## config.mk

```make
export PLATFORM = sky130hd
export DESIGN_NAME = dht11_response_packer
export DESIGN_NICKNAME = d
export VERILOG_FILES = /design/src/rtl/dht11_pkg.sv /design/src/rtl/dht11_response_packer_cycle_timer.sv /design/src/rtl/dht11_response_packer.sv
export SDC_FILE = /design/constraint.sdc
export NUM_CORES = 1
export LEC_CHECK = 0
export BUFFER_PORTS_ARGS = -buffer_cell sky130_fd_sc_hd__buf_2
export CORE_ASPECT_RATIO = 0.9
export CORE_MARGIN = 5
export CORE_UTILIZATION = 49
export DETAILED_ROUTE_END_ITERATION = 10
export PLACE_DENSITY = 0.75
export SYNTH_ARGS = -nofsm -noshare
export SYNTH_HDL_FRONTEND = slang
export SYNTH_HIERARCHICAL = 1
export SYNTH_SLANG_ARGS = --single-unit
```

## constraint.sdc

```tcl
create_clock -name clock -period 2.4 [get_ports clock]
set_input_delay 0.24 -clock clock [delete_from_list [all_inputs] [get_ports clock]]
set_output_delay 0.24 -clock clock [all_outputs]
set_load 0.005 [all_outputs]
```

## src/rtl/dht11_pkg.sv

```systemverilog
// Shared definitions for the DHT11 response packer: command codes, response
// codes, the controller state encoding and the default timeout.
package dht11_pkg;

    localparam logic [7:0] CMD_STATUS      = 8'h01;
    localparam logic [7:0] CMD_HUMIDITY    = 8'h02;
    localparam logic [7:0] CMD_TEMPERATURE = 8'h03;

    localparam logic [7:0] RSP_STATUS       = 8'h08;
    localparam logic [7:0] RSP_HUMIDITY     = 8'h09;
    localparam logic [7:0] RSP_TEMPERATURE  = 8'h0A;
    localparam logic [7:0] RSP_SENSOR_ERROR = 8'h1F;
    localparam logic [7:0] RSP_CHECKSUM_ERR = 8'h2F;
    localparam logic [7:0] RSP_INVALID      = 8'hEF;

    // 100 ms at 50 MHz
    localparam int DEFAULT_TIMEOUT_CYCLES = 5_000_000;

    typedef enum logic [2:0] {
        ST_IDLE,
        ST_START,
        ST_WAIT,
        ST_LATCH,
        ST_SEND0,
        ST_SEND1,
        ST_SEND2
    } state_t;

    function automatic logic is_valid_cmd(input logic [7:0] code);
        return (code == CMD_STATUS) || (code == CMD_HUMIDITY) || (code == CMD_TEMPERATURE);
    endfunction

endpackage

```

## src/rtl/dht11_response_packer_cycle_timer.sv

```systemverilog
// Up-counter with clear/enable that flags when it reaches TERMINAL_COUNT-1.
// The count saturates there so expired stays high until cleared.
module cycle_timer #(
    parameter int TERMINAL_COUNT = 100
) (
    input  logic clock,
    input  logic reset,
    input  logic clear,
    input  logic enable,
    output logic expired
);

    localparam int CW = (TERMINAL_COUNT > 1) ? $clog2(TERMINAL_COUNT) : 1;

    logic [CW-1:0] count;

    assign expired = (count == CW'(TERMINAL_COUNT - 1));

    // count enabled cycles since the last clear, holding at the terminal value
    always_ff @(posedge clock) begin
        if (reset || clear) begin
            count <= '0;
        end else if (enable && !expired) begin
            count <= count + 1'b1;
        end
    end

endmodule

```

## src/rtl/dht11_response_packer.sv

```systemverilog
// DHT11 response packer: takes a command byte, runs one sensor measurement,
// and streams a three-byte response {code, int, frac} to the UART.
// Optional feature macro: DHT11_CHECKSUM_CHECK_EN (report checksum errors
// as 0x2F; when undefined checksum_error is ignored).
module dht11_response_packer
    import dht11_pkg::*;
#(
    parameter int TIMEOUT_CYCLES = DEFAULT_TIMEOUT_CYCLES
) (
    input  logic       clock,
    input  logic       reset,
    input  logic       command_valid,
    input  logic [7:0] command_code,
    output logic       command_ready,
    output logic       sensor_enable,
    output logic       sensor_start,
    input  logic       data_ready,
    input  logic       sensor_error,
    input  logic       checksum_error,
    input  logic [7:0] hum_int,
    input  logic [7:0] hum_float,
    input  logic [7:0] temp_int,
    input  logic [7:0] temp_float,
    output logic [7:0] tx_data,
    output logic       tx_valid,
    input  logic       tx_ready,
    output logic       busy
);

    state_t     state_q, state_d;
    logic [7:0] code_q;
    logic       invalid_q;
    logic       timeout_q;
    logic       dr_q;
    logic [7:0] byte0_q, byte1_q, byte2_q;
    logic       timer_clear, timer_enable, timer_expired;
    logic       dr_rise;

    assign dr_rise = data_ready && !dr_q;

`ifndef DHT11_CHECKSUM_CHECK_EN
    logic unused_checksum;
    assign unused_checksum = checksum_error;
`endif

    cycle_timer #(
        .TERMINAL_COUNT(TIMEOUT_CYCLES)
    ) u_timeout (
        .clock  (clock),
        .reset  (reset),
        .clear  (timer_clear),
        .enable (timer_enable),
        .expired(timer_expired)
    );

    // state register
    always_ff @(posedge clock) begin
        if (reset) state_q <= ST_IDLE;
        else       state_q <= state_d;
    end

    // next state and state-decoded outputs; tx_ready/command_valid only steer state_d
    always_comb begin
        state_d       = state_q;
        command_ready = 1'b0;
        sensor_enable = 1'b0;
        sensor_start  = 1'b0;
        tx_valid      = 1'b0;
        tx_data       = 8'h00;
        timer_clear   = 1'b0;
        timer_enable  = 1'b0;
        busy          = (state_q != ST_IDLE);
        case (state_q)
            ST_IDLE: begin
                command_ready = 1'b1;
                if (command_valid)
                    state_d = is_valid_cmd(command_code) ? ST_START : ST_LATCH;
            end
            ST_START: begin
                sensor_enable = 1'b1;
                sensor_start  = 1'b1;
                timer_clear   = 1'b1;
                state_d       = ST_WAIT;
            end
            ST_WAIT: begin
                sensor_enable = 1'b1;
                timer_enable  = 1'b1;
                if (dr_rise || timer_expired) state_d = ST_LATCH;
            end
            ST_LATCH: state_d = ST_SEND0;
            ST_SEND0: begin
                tx_valid = 1'b1;
                tx_data  = byte0_q;
                if (tx_ready) state_d = ST_SEND1;
            end
            ST_SEND1: begin
                tx_valid = 1'b1;
                tx_data  = byte1_q;
                if (tx_ready) state_d = ST_SEND2;
            end
            ST_SEND2: begin
                tx_valid = 1'b1;
                tx_data  = byte2_q;
                if (tx_ready) state_d = ST_IDLE;
            end
            default: state_d = ST_IDLE;
        endcase
    end

    // command capture, timeout flag, data_ready edge register and frame latch
    always_ff @(posedge clock) begin
        if (reset) begin
            code_q    <= 8'h00;
            invalid_q <= 1'b0;
            timeout_q <= 1'b0;
            dr_q      <= 1'b0;
            byte0_q   <= 8'h00;
            byte1_q   <= 8'h00;
            byte2_q   <= 8'h00;
        end else begin
            // tracked every cycle so a level already high when WAIT starts is not an edge
            dr_q <= data_ready;
            case (state_q)
                ST_IDLE: begin
                    if (command_valid) begin
                        code_q    <= command_code;
                        invalid_q <= !is_valid_cmd(command_code);
                        timeout_q <= 1'b0;
                    end
                end
                ST_WAIT: begin
                    // an edge on the terminal cycle still counts as data
                    if (!dr_rise && timer_expired) timeout_q <= 1'b1;
                end
                ST_LATCH: begin
                    byte1_q <= 8'h00;
                    byte2_q <= 8'h00;
                    if (invalid_q) begin
                        byte0_q <= RSP_INVALID;
                    end else if (timeout_q || sensor_error) begin
                        byte0_q <= RSP_SENSOR_ERROR;
`ifdef DHT11_CHECKSUM_CHECK_EN
                    end else if (checksum_error) begin
                        byte0_q <= RSP_CHECKSUM_ERR;
`endif
                    end else if (code_q == CMD_STATUS) begin
                        byte0_q <= RSP_STATUS;
                    end else if (code_q == CMD_HUMIDITY) begin
                        byte0_q <= RSP_HUMIDITY;
                        byte1_q <= hum_int;
                        byte2_q <= hum_float;
                    end else begin
                        byte0_q <= RSP_TEMPERATURE;
                        byte1_q <= temp_int;
                        byte2_q <= temp_float;
                    end
                end
                default: ;
            endcase
        end
    end

endmodule

```

==> results by group, run 1 <==
Outcome
  – Outcome: complete, no violations

Critical path
  – Critical Path Max Stage Delay: around 0.57 ns
  – Crit-path max FO: 8
  – Worst setup path endpoint: u_timeout/count[15]
  – Worst path slowest cell: or4_1
  – R2r worst-path depth: 5
  – CP Cell Sequence: or4_1 > or3_1 > o2111ai_4 > or4_2 > a21oi_2
  – Setup crit end kind: flip-flop
  – Worst setup SP type: flip-flop
  – Worst reg-to-reg setup slack: 0.23 ns
  – Worst Setup SP: u_timeout/count[12]
  – Reg-to-reg startpoint: u_timeout/count[12]
  – Kind of critical path: reg -> reg
  – Worst path required time: 2.60 ns
  – RR Endpoint: u_timeout/count[15]
  – Data arrival, critical path: 2.38 ns

Placed design
  – GPL Wtd Cong: around 0.81
  – Worst slack, placed: 0.167 ns
  – Hpwl dp: 4870 um
  – IO buf count: 58

STA
  – Final setup TNS: 0 ns
  – Fmax: roughly 460 MHz
  – Fin crit period: 2.17 ns
  – Unrepaired setup endpoints after global routing: false
  – Final Hold Viols: 0
  – Setup violators final: 0
  – Worst slew pin tran: 0.692 ns
  – Rel. slew slack: 53.7%
  – Fin crit share: 90.6%
  – Max-slew violations: 0
  – Final worst setup slack: 0.225 ns
  – Max Clock Skew: between 0.008 and 0.009 ns

Synthesis
  – Synth async-reset ratio: 0%
  – Post-Synthesis Cells: 337
  – Synth Net Count: 385
  – Yosys warnings: 6
  – FF+latch count, synth: 59
  – Synthesized area: 2960 sq um
  – Yosys cell types: 56
  – Ys flop type: dfxtp_1
  – Post-synth EDFFs: 0
  – Avg Cell Area, Syn: 8.79 sq um
  – Sequential area share after synthesis: 39.9%

Pwr
  – Power Dens Cells: 866 nW/um^2
  – IR drop worst, VDD: between 0.0006 and 0.0007 V
  – Leakage power: 1.46 nW

Layout
  – Nets: around 450
  – Area grow syn2layout: 20.2%
  – Antenna Cells: 0
  – Fillcell total: 499
  – Fraction of layout cells with a size suffix above 1: around a quarter

Global route
  – Total GRT Usage: ~19%
  – Largest net degree at the start of global routing: 25
  – First-pass GRT wire length: 11700 um
  – Number of global-route vias before repair: about 2600
  – Grt ovf: 0
  – Initial antenna violation count: 0

Floorplanning
  – Die width: 92.0 um
  – Rows: 26
  – Core area: 5790 sq um
  – I/O pin count: 60
  – Die area: 7700 sq um
  – Die Ht: 83.8 um
  – Initial Util: 51.1%

Routing
  – DR iter-0 viols: 148
  – Via count: 2633
  – DRC viols: 0
  – First-pass detailed-route iteration total: 4
  – DR WL/cell: 14.0 um
  – Antenna viol nets, final: 0
  – Total wire length: 6640 um
  – Post-DR vias/cell: between 5 and 6

Clock tree
  – Num CTS Buffers: 9
  – Clock transition at path regs: 0.06 ns
  – Worst-Skew Late Latency: 0.33 ns
  – Clock Sinks: roughly 60
  – Bufs on Longest Clock Path: 2
  – Setup Fix Bufs, Post-CTS: 0
  – H-tree depth: 3
  – TritonCTS clock tree: done
  – Root buf cell: clkbuf_8

Hold path
  – Hold path depth: 2
  – Min-Delay Path Class: in -> reg

Flow run
  – Number of max-cap violations: 0
how the worst min path moves through the flow:
stage / start / to / slack, ns
detailed placement: byte2_q[0] / byte2_q[0] / 0.45
global placement: code_q[4] / code_q[4] / 0.44
floorplan: data_ready / dr_q / 0.37
CTS: data_ready / dr_q / 0.11
finish: data_ready / dr_q / 0.14
global route: command_code[7] / code_q[7] / 0.13
metrics by stage:
stage / instances / util (%) / power (mW) / cell area [sq um] / hold WS, ns
2_1_floorplan: 337 / - / 1.83 / 2960 / 0.368
3_3_place_gp: 459 / 57.4 / 2.06 / 3330 / 0.444
3_5_place_dp: 459 / 57.4 / 2.08 / 3330 / 0.447
4_1_cts: 475 / 61.4 / 3.11 / 3550 / 0.115
5_1_grt: 475 / 61.5 / 3.28 / 3560 / 0.126
6_report: 475 / 61.5 / 3.08 / 3560 / 0.137
cell usage after synthesis, drive strengths merged, types with 3 or more instances:
library cell,count,area share [%]
dfxtp,59,40
nor2,42,5.3
a21oi,33,6.0
nand2,32,4.1
mux2i,22,7.4
o2bb2ai,16,4.7
buf,13,2.9
xor2,12,3.5
nand3,11,2.0
o21ai,9,1.9
nor3,8,1.5
nor4,8,2.6
or3,8,1.8
o211ai,6,1.9
clkbuf,5,0.63
inv,5,0.63
o31ai,5,1.3
or4,5,1.4
and3,4,0.84
nand4,3,0.63
nor2b,3,0.63
flip-flops by register name, summed over array words and instances (netlist names):
| name | cells |
|---|---|
| u_timeout/count | 23 |
| byte1_q | 8 |
| byte2_q | 8 |
| code_q | 8 |
| byte0_q | 6 |
| state_q | 3 |
| dr_q | 1 |
| invalid_q | 1 |
| timeout_q | 1 |
routing by layer:
metal / part of all wire (%) / global-route usage (%) / vias up
met1: 47 / 23.4 / 1195
met3: 6.8 / 7.03 / 7
met2: 45 / 28.2 / 70
li1: - / - / 1361
met5: 0 / 0 / -
met4: 1.2 / 7.56 / 0
critical path, delay by kind of cell, from the launching register on:
| family | cells | cell delay (ns) |
|---|---|---|
| flops | 1 | 0.37 |
| simple gates | 3 | 1.30 |
| compound gates | 2 | 0.38 |
where the power goes:
group | switching (mW) | internal [mW] | leakage [nW]
combinational | 0.550 | 0.364 | 0.871
sequential | 0.0667 | 1.08 | 0.478
clock | 0.378 | 0.640 | 0.113
cells in the final DEF, fill, tap and decap left out, types with 3 or more instances in the layout:
cell type,n
o21ai_0,5
or4_1,3
a21oi_2,3
o31ai_1,5
mux2i_1,22
nor3_1,7
inv_1,5
nand3_1,10
a21oi_1,30
and3_1,4
xor2_1,12
buf_2,58
o2bb2ai_1,16
o21ai_1,3
nor2b_1,3
nor2_1,42
nand2_1,32
nor4_1,4
clkbuf_8,11
nor4_2,3
or3_1,6
dfxtp_1,59
o211ai_1,4
nand4_1,3
buf_4,12
cell families (layout without fill, tap and decap cells):
logic type      count (synthesis)  count (layout)  share of synthesized area, %
compound gates                 78              78                          18.9
xor+xnor                       14              14                          4.14
fa+ha+maj                       1               1                         0.422
buf+inv                        24              92                          4.27
flops                          59              59                          39.9
mux                            22              22                          7.44
simple gates                  139             139                          25.0
cell type report:
cell class                 instances  area (sq um)  share of cell area [%]
inverter                           6          22.5                   0.633
tap                               70          87.6                    2.46
clock inverter                     4          72.6                    2.04
multi-input combinational        254          1660                    46.6
timing repair buffer              70           380                    10.7
clock buffer                      12           155                    4.36
sequential                        59          1180                    33.2
timing repair:
| action | 4_1_cts | 5_1_grt |
|---|---|---|
| endpoints found under the hold margin | 0 | 0 |
| hold buffers | 0 | 0 |
| resized for setup | 0 | 1 |
| endpoints found under the setup margin | 0 | 2 |
Power figures use the tool's default switching activity.
==> run 2: changes to the inputs <==
--- a/config.mk
+++ b/config.mk
@@ -7,7 +7,7 @@
 export LEC_CHECK = 0
 export BUFFER_PORTS_ARGS = -buffer_cell sky130_fd_sc_hd__buf_2
 export CORE_ASPECT_RATIO = 0.9
-export CORE_MARGIN = 5
+export CORE_MARGIN = 2
 export CORE_UTILIZATION = 49
 export DETAILED_ROUTE_END_ITERATION = 10
 export PLACE_DENSITY = 0.75
==> results by group, run 2 (synthesized netlist as in run 1, its figures left out) <==
Critical path
  – Worst path top cell family by delay: simple AND/OR/NAND/NOR gates
  – Worst reg-to-reg setup slack: 0.21 ns
  – Crit-path max FO: 8
  – Critical Path Max Stage Delay: 0.53 ns
  – Worst setup SP type: flip-flop
  – Worst path slowest cell: or4b_1
  – CP Cell Sequence: or4b_1 > or4_1 > buf_4 > o2111ai_4 > or4_2 > a21oi_2
  – Worst Path Buf+Inv: 1
  – Data arrival, critical path: 2.40 ns
  – Setup crit end kind: flip-flop
  – Worst path required time: about 2.6 ns
  – Kind of critical path: reg -> reg

Layout
  – Area grow syn2layout: 19.3%
  – Utilization after layout: 61.3%
  – Most flop-heavy register: u_timeout/count
  – Antenna Cells: 0
  – Nets: between 400 and 500
  – Design area: 3530 sq um
  – Fraction of layout cells with a size suffix above 1: 26.1%
  – Max reg flops: 23
  – Most common cell after layout, fill and taps aside: dfxtp_1
  – Commonest cells after routing, fill and taps aside: 59 x dfxtp_1, 58 x buf_2, 42 x nor2_1

Global route
  – Initial antenna violation count: 0
  – Number of global-route vias before repair: around 2500
  – Total GRT Usage: 20.7%
  – Grt ovf: 0
  – First-pass GRT wire length: about 11000 um
  – GR Layer Usage met3: between 6 and 7%
  – Global Route met1 Usage: 26.4%
  – Largest net degree at the start of global routing: 25
  – Grt met2 use: 32.2%
  – GRT Max-Usage Layer: met2

Clock tree
  – Root buf cell: clkbuf_8
  – TritonCTS clock tree: done
  – Worst-Skew Late Latency: approximately 0.34 ns
  – Num CTS Buffers: 9
  – Bufs on Longest Clock Path: 2
  – H-tree depth: 3
  – Clock transition at path regs: ~0.060 ns
  – Post-CTS Hold Buffers: 0
  – Clock Sinks: 59

Pwr
  – Leakage power: 1.45 nW
  – Post-route total power: approximately 3.0 mW
  – Power Dens Cells: 845 nW/um^2
  – IR drop worst, VDD: ~0.00048 V

Routing
  – DRC viols: 0
  – Total wire length: 6560 um
  – Via count: 2600
  – DR WL/cell: 13.9 um
  – First-pass detailed-route iteration total: 4
  – Post-DR vias/cell: 5.50
  – DR iter-0 viols: around 130
  – Antenna viol nets, final: 0

STA
  – Rel. slew slack: 71.1%
  – Final Hold Viols: 0
  – Setup violators final: 0
  – Max-slew violations: 0
  – Max Clock Skew: 0.00789 ns
  – Fmax: 457 MHz
  – Hold slack: 0.130 ns
  – Worst slew pin tran: 0.430 ns
  – Final setup TNS: 0 ns
  – Fin crit share: around nine tenths
  – Fin crit period: 2.19 ns
  – Unrepaired setup endpoints after global routing: false

Outcome
  – Outcome: complete, no violations

Floorplanning
  – Initial Util: 51.4%
  – Die area: approximately 6700 sq um
  – Core area: 5760 sq um
  – Die Ht: 77.8 um
  – Rows: 26
  – I/O pin count: 60
  – Die width: ~86 um

Hold path
  – Min-Delay Path Class: in -> reg

Placed design
  – IO buf count: 58
  – Hpwl dp: 4680 um
  – GPL Wtd Cong: 0.837
  – Post-placement cell area: 3330 sq um

Flow run
  – Number of max-cap violations: 0
run 2: cell types whose count changed in the layout (fill, tap and decap cells not counted):
| cell | delta |
|---|---|
| bufinv_16 | -1 |
| clkbuf_1 | -1 |
| clkbuf_8 | +1 |
| clkinvlp_4 | -1 |
run 2: metrics by stage:
step / std cells / setup WS (ns)
floorplan: 337 / 0.0873
global placement: 459 / 0.213
detailed placement: 459 / 0.209
CTS: 473 / 0.169
global route: 473 / 0.0512
finish: 473 / 0.212
run 2: final cells by class:
cell class	count	area [sq um]
clock buffers	12	165
clock inverters	2	35.0
fillers	503	2230
inverters	6	22.5
multi-input cells	254	1660
flip-flops and latches	59	1180
well taps	70	87.6
repair buffers	70	380
run 2: repair_timing:
item	4_1_cts	5_1_grt
hold endpoints to repair	0	0
resized for setup	0	1
setup buffers	0	0
endpoints found under the setup margin	0	2
run 2: power by group:
| part | internal, mW | switching, mW | total [mW] |
|---|---|---|---|
| clock network | 0.551 | 0.364 | 0.914 |
| registers | 1.08 | 0.0657 | 1.15 |
| logic | 0.370 | 0.552 | 0.922 |
| total | 2.00 | 0.982 | 2.99 |
run 2: worst paths after layout:
path	start	endpoint	depth (start not counted)
worst min-delay path	data_ready	dr_q	2
worst min register to register	byte0_q[6]	byte0_q[6]	2
worst max-delay path	u_timeout/count[13]	u_timeout/count[17]	6
worst max register to register	u_timeout/count[13]	u_timeout/count[17]	6
run 2: worst reg2reg max path, cell delays in order, from the launching register on:
cell and delay [ns]:
dfxtp_1 0.34, or4b_1 0.53, or4_1 0.45, buf_4 0.21, o2111ai_4 0.29, or4_2 0.19
a21oi_2 0.05
run 2: routing by layer:
metal  vias up  wire, um
met5         -         0
met4         0       106
met3        10       369
met2        58      2920
met1      1178      3170
li1       1354         -
